## src/rtl/alarm_controller.sv

```systemverilog
// Alarm controller: debounces a level trigger, drives a blinking siren with a
// saturating alarm tally, and ignores the trigger for a holdoff window after disarm.
module alarm_controller #(
  parameter int CONFIRM_CYCLES = 4,
  parameter int BLINK_HALF     = 2,
  parameter int HOLDOFF_CYCLES = 8
) (
  input  logic       clk_2,
  input  logic       reset_n,
  input  logic       trigger,
  input  logic       disarm,
  output logic       alarm_out,
  output logic [1:0] state,
  output logic [3:0] event_count
);

  typedef enum logic [1:0] {
    IDLE    = 2'b00,
    CONFIRM = 2'b01,
    ALARM   = 2'b10,
    HOLDOFF = 2'b11
  } state_t;

  localparam logic [7:0] CONF_LAST  = 8'(CONFIRM_CYCLES - 1);
  localparam logic [7:0] BLINK_LAST = 8'(BLINK_HALF - 1);
  localparam logic [7:0] HOLD_LAST  = 8'(HOLDOFF_CYCLES - 1);

  state_t     cur, nxt;
  logic [7:0] conf_cnt, blink_cnt, hold_cnt;
  logic [7:0] conf_nxt, blink_nxt, hold_nxt;
  logic       alarm_nxt;
  logic [3:0] count_nxt;

  assign state = cur;

  always_ff @(posedge clk_2 or negedge reset_n) begin
    if (!reset_n) begin
      cur         <= IDLE;
      conf_cnt    <= '0;
      blink_cnt   <= '0;
      hold_cnt    <= '0;
      alarm_out   <= 1'b0;
      event_count <= '0;
    end else begin
      cur         <= nxt;
      conf_cnt    <= conf_nxt;
      blink_cnt   <= blink_nxt;
      hold_cnt    <= hold_nxt;
      alarm_out   <= alarm_nxt;
      event_count <= count_nxt;
    end
  end

  always_comb begin
    nxt = cur;
    case (cur)
      IDLE:    if (trigger) nxt = CONFIRM;
      CONFIRM: begin
        if (!trigger)                  nxt = IDLE;
        else if (conf_cnt == CONF_LAST) nxt = ALARM;
      end
      ALARM:   if (disarm && !trigger) nxt = HOLDOFF;
      HOLDOFF: if (hold_cnt == HOLD_LAST) nxt = IDLE;
      default: nxt = IDLE;
    endcase
  end

  // Counters not owned by the current state fall back to zero.
  always_comb begin
    conf_nxt  = '0;
    blink_nxt = '0;
    hold_nxt  = '0;
    alarm_nxt = 1'b0;
    count_nxt = event_count;
    case (cur)
      IDLE: if (trigger) conf_nxt = 8'd1;
      CONFIRM: begin
        if (trigger && conf_cnt != CONF_LAST) begin
          conf_nxt = conf_cnt + 8'd1;
        end else if (trigger) begin
          alarm_nxt = 1'b1;
          if (event_count != 4'd15) count_nxt = event_count + 4'd1;
        end
      end
      ALARM: begin
        if (nxt != HOLDOFF) begin
          if (blink_cnt == BLINK_LAST) begin
            alarm_nxt = ~alarm_out;
          end else begin
            alarm_nxt = alarm_out;
            blink_nxt = blink_cnt + 8'd1;
          end
        end
      end
      HOLDOFF: if (hold_cnt != HOLD_LAST) hold_nxt = hold_cnt + 8'd1;
      default: ;
    endcase
  end

endmodule

```

## config.mk

```make
export PLATFORM = sky130hd
export DESIGN_NAME = alarm_controller
export DESIGN_NICKNAME = d
export VERILOG_FILES = /design/src/rtl/alarm_controller.sv
export SDC_FILE = /design/constraint.sdc
export NUM_CORES = 1
export LEC_CHECK = 0
export CAP_MARGIN = 5
export CORE_ASPECT_RATIO = 1.5
export CORE_MARGIN = 10
export CORE_UTILIZATION = 52
export DETAILED_ROUTE_END_ITERATION = 16
export PLACE_DENSITY_LB_ADDON = 0.1
export SLEW_MARGIN = 5
export SYNTH_ARGS = -nofsm -noshare
export SYNTH_HDL_FRONTEND = slang
export SYNTH_SLANG_ARGS = --single-unit
export TNS_END_PERCENT = 50
```

## constraint.sdc

```tcl
create_clock -name clk_2 -period 2.4 [get_ports clk_2]
set_input_delay 0.36 -clock clk_2 [delete_from_list [all_inputs] [get_ports clk_2]]
set_output_delay 0.36 -clock clk_2 [all_outputs]
set_load 0.01 [all_outputs]
```

==> results.yml <==
outcome:
  status: "finished clean"
global_routing:
  grt_max_degree: 32
  antenna_found_initial: 0
  first_global_vias: 1234
  grt_util_all_layers_pct: 12.0
  grt_pass1_wl_um: 5450
  grt_overflow: 0
timing:
  max_freq_mhz: 433
  layout_setup_ws_ns: 0.0928
  finalCriticalPeriod_ns: 2.31
  maxSlewViolCount: 0
  finClkSkew_ns: 0.00701
  tightest_slew_ns: 0.631
  rsz0062_at_grt: "no"
  min_period_over_period_pct: 96.1
  finalSetupViolCount: 0
  hold_viol: 0
  slew_headroom_pct: 57.4
  tns_ns: 0
power:
  power.total_mw: 1.75
  ir_drop_uv: 823
  p_leak_nw: 0.857
  power_density_mw_per_mm2: 907
die:
  die_w_um: 65.4
  dieArea_mm2: 0.00576
  die_h_um: 88.1
  ios: 11
  core_area_mm2: 0.00294
  row_count: 24
  start_util_pct: 54.6
finish:
  stdcell_area_mm2: 0.00193
  register_area_um2: 776
  final_cell_count_no_fill: 213
  diodes: 0
  multi_input_area_um2: 825
  nets: 186
  drive_gt1_share_pct: 12.6
  area_growth_pct: 19.9
  fillers: 258
clock_tree:
  path_clk_slew_ns: 0.07
  cts.path.max_buffers: 2
  hold_buffers: 0
  cts_buffers: 5
  cts_tree: "built"
  clk_latency_ns: 0.28
  cts_num_sinks: 31
  clockRootBuffer: "clkbuf_8"
  htreeDepth: 2
placement:
  place.gp.congestion: 0.769
  pre_cts_slack_ns: 0.0857
  place_area_mm2: 0.00179
  dp_hpwl_um: 2290
  io_buffers: 10
  placedCellCount: 204
logic_synthesis:
  ys.flop_type: "dfrtp_1"
  syn_inst: 151
  async_reset_ff_share_pct: 100
  synth_edf_count: 0
  syn_area_per_cell_um2: 10.6
  synthTopCellsByArea: "dfrtp_1, xor2_1, ha_1, nor2_1, xnor2_1"
  ys_seq_area_share_pct: 48.3
  synth_cell_types: 35
  synth_common_cells: "dfrtp_1, nor2_1, xor2_1"
  syn_nets: 164
  synth_top_area_share_pct: 48.3
  synth_top_area_cell: "dfrtp_1"
  synth_seq_cells: 31
  synth_area_mm2: 0.00161
  post-synth-top-count-cell: "dfrtp_1"
  synth_warnings: 0
routing:
  ant_nets: 0
  drt_iter0_markers: 31
  drc_errors: 0
  wire_per_inst_um: 14.1
  first_pass_iters: 4
  routed_wirelength_um: 3000
  vias: 1166
  viasPerCell: 5.47
critical_path:
  arrival_ns: 2.48
  required_ns: 2.57
  critPathKind: "reg2reg"
  worstPathMaxFanout: 4
  worstSetupStartpointType: "flop"
  setup.worst_path.end_class: "flop"
worst_hold_path:
  hold_path.class: "in2async"
job:
  maxCapViolCount: 0
[worst paths after layout]
path | startpoint | end | slack, ns | cells past startpoint
max | conf_cnt[4] | alarm_out | 0.09 | 5
min | reset_n | hold_cnt[6] | 0.48 | 2
min reg2reg | hold_cnt[0] | hold_cnt[0] | 0.50 | 1
max in group asynchronous | reset_n | conf_cnt[1] | 1.64 | 2
max reg2reg | conf_cnt[4] | alarm_out | 0.09 | 5
min in group clk_2 | hold_cnt[0] | hold_cnt[0] | 0.50 | 1
[final cells by class]
cell class | instances | share of cell area, %
multi-input combinational | 115 | 42.8
sequential | 31 | 40.3
timing repair buffer | 16 | 7.53
clock buffer | 6 | 4.29
tap | 39 | 2.53
clock inverter | 2 | 1.82
inverter | 4 | 0.779
[flip-flops by register name, summed over array words and instances (netlist names)]
signal,count
alarm_out,1
blink_cnt,8
conf_cnt,8
event_count,4
hold_cnt,8
state,2
[where the power goes]
group          internal [mW]  total, mW  switching [mW]
clock network          0.336      0.526           0.190
registers              0.578      0.630          0.0519
logic                  0.262      0.592           0.330
total                   1.18       1.75           0.572
[layer usage]
layer	up-vias	GRT usage [%]	share of wire, %
met2	9	22.7	56
li1	568	-	-
met3	6	3.58	2.5
met1	583	11.6	40
met5	-	0	0
met4	0	5.27	1.8
[placed cells by master (no fill, tap or decap), drive strengths merged]
master	instances
o21ai	3
o211ai	1
clkbuf	6
nand3	10
nor3	2
a21oi	3
xor2	13
o2bb2ai	1
a2111oi	1
buf	6
nor4b	1
ha	9
inv	4
o21a	2
a311oi	1
o41ai	1
and4	1
o22ai	1
mux2	2
nand4	2
clkinv	1
or3	1
o311ai	1
or2	2
dfrtp	31
and2	4
clkdlybuf4s50	10
and3	3
nor3b	1
nand3b	2
nand2b	2
nand2	11
bufinv	1
a221oi	1
or4	2
xnor2	7
nor2	24
[critical path, stage by stage (launching register included)]
cell,delay [ns]
dfrtp_1,0.40
or4_1,0.55
or3_4,0.43
a221oi_4,0.35
o311ai_4,0.14
mux2_4,0.32
[per-stage QoR]
step,hold WS (ns),utilization [%]
global route,0.505,65.5
global placement,0.487,60.8
finish,0.476,65.5
detailed placement,0.496,60.8
CTS,0.480,64.8
floorplan,0.0644,-
[logic make-up after synthesis]
family,synth area share [%]
fa+ha+maj,7.01
compound gates,9.89
xor+xnor,10.9
simple gates,21.1
mux,1.64
flops,48.3
buf+inv,1.17
[timing repair]
item	4_1_cts	5_1_grt
resized for setup	0	1
endpoints found under the setup margin	0	1
buffers inserted	0	1
No activity file was read; power rests on OpenSTA's default activity.
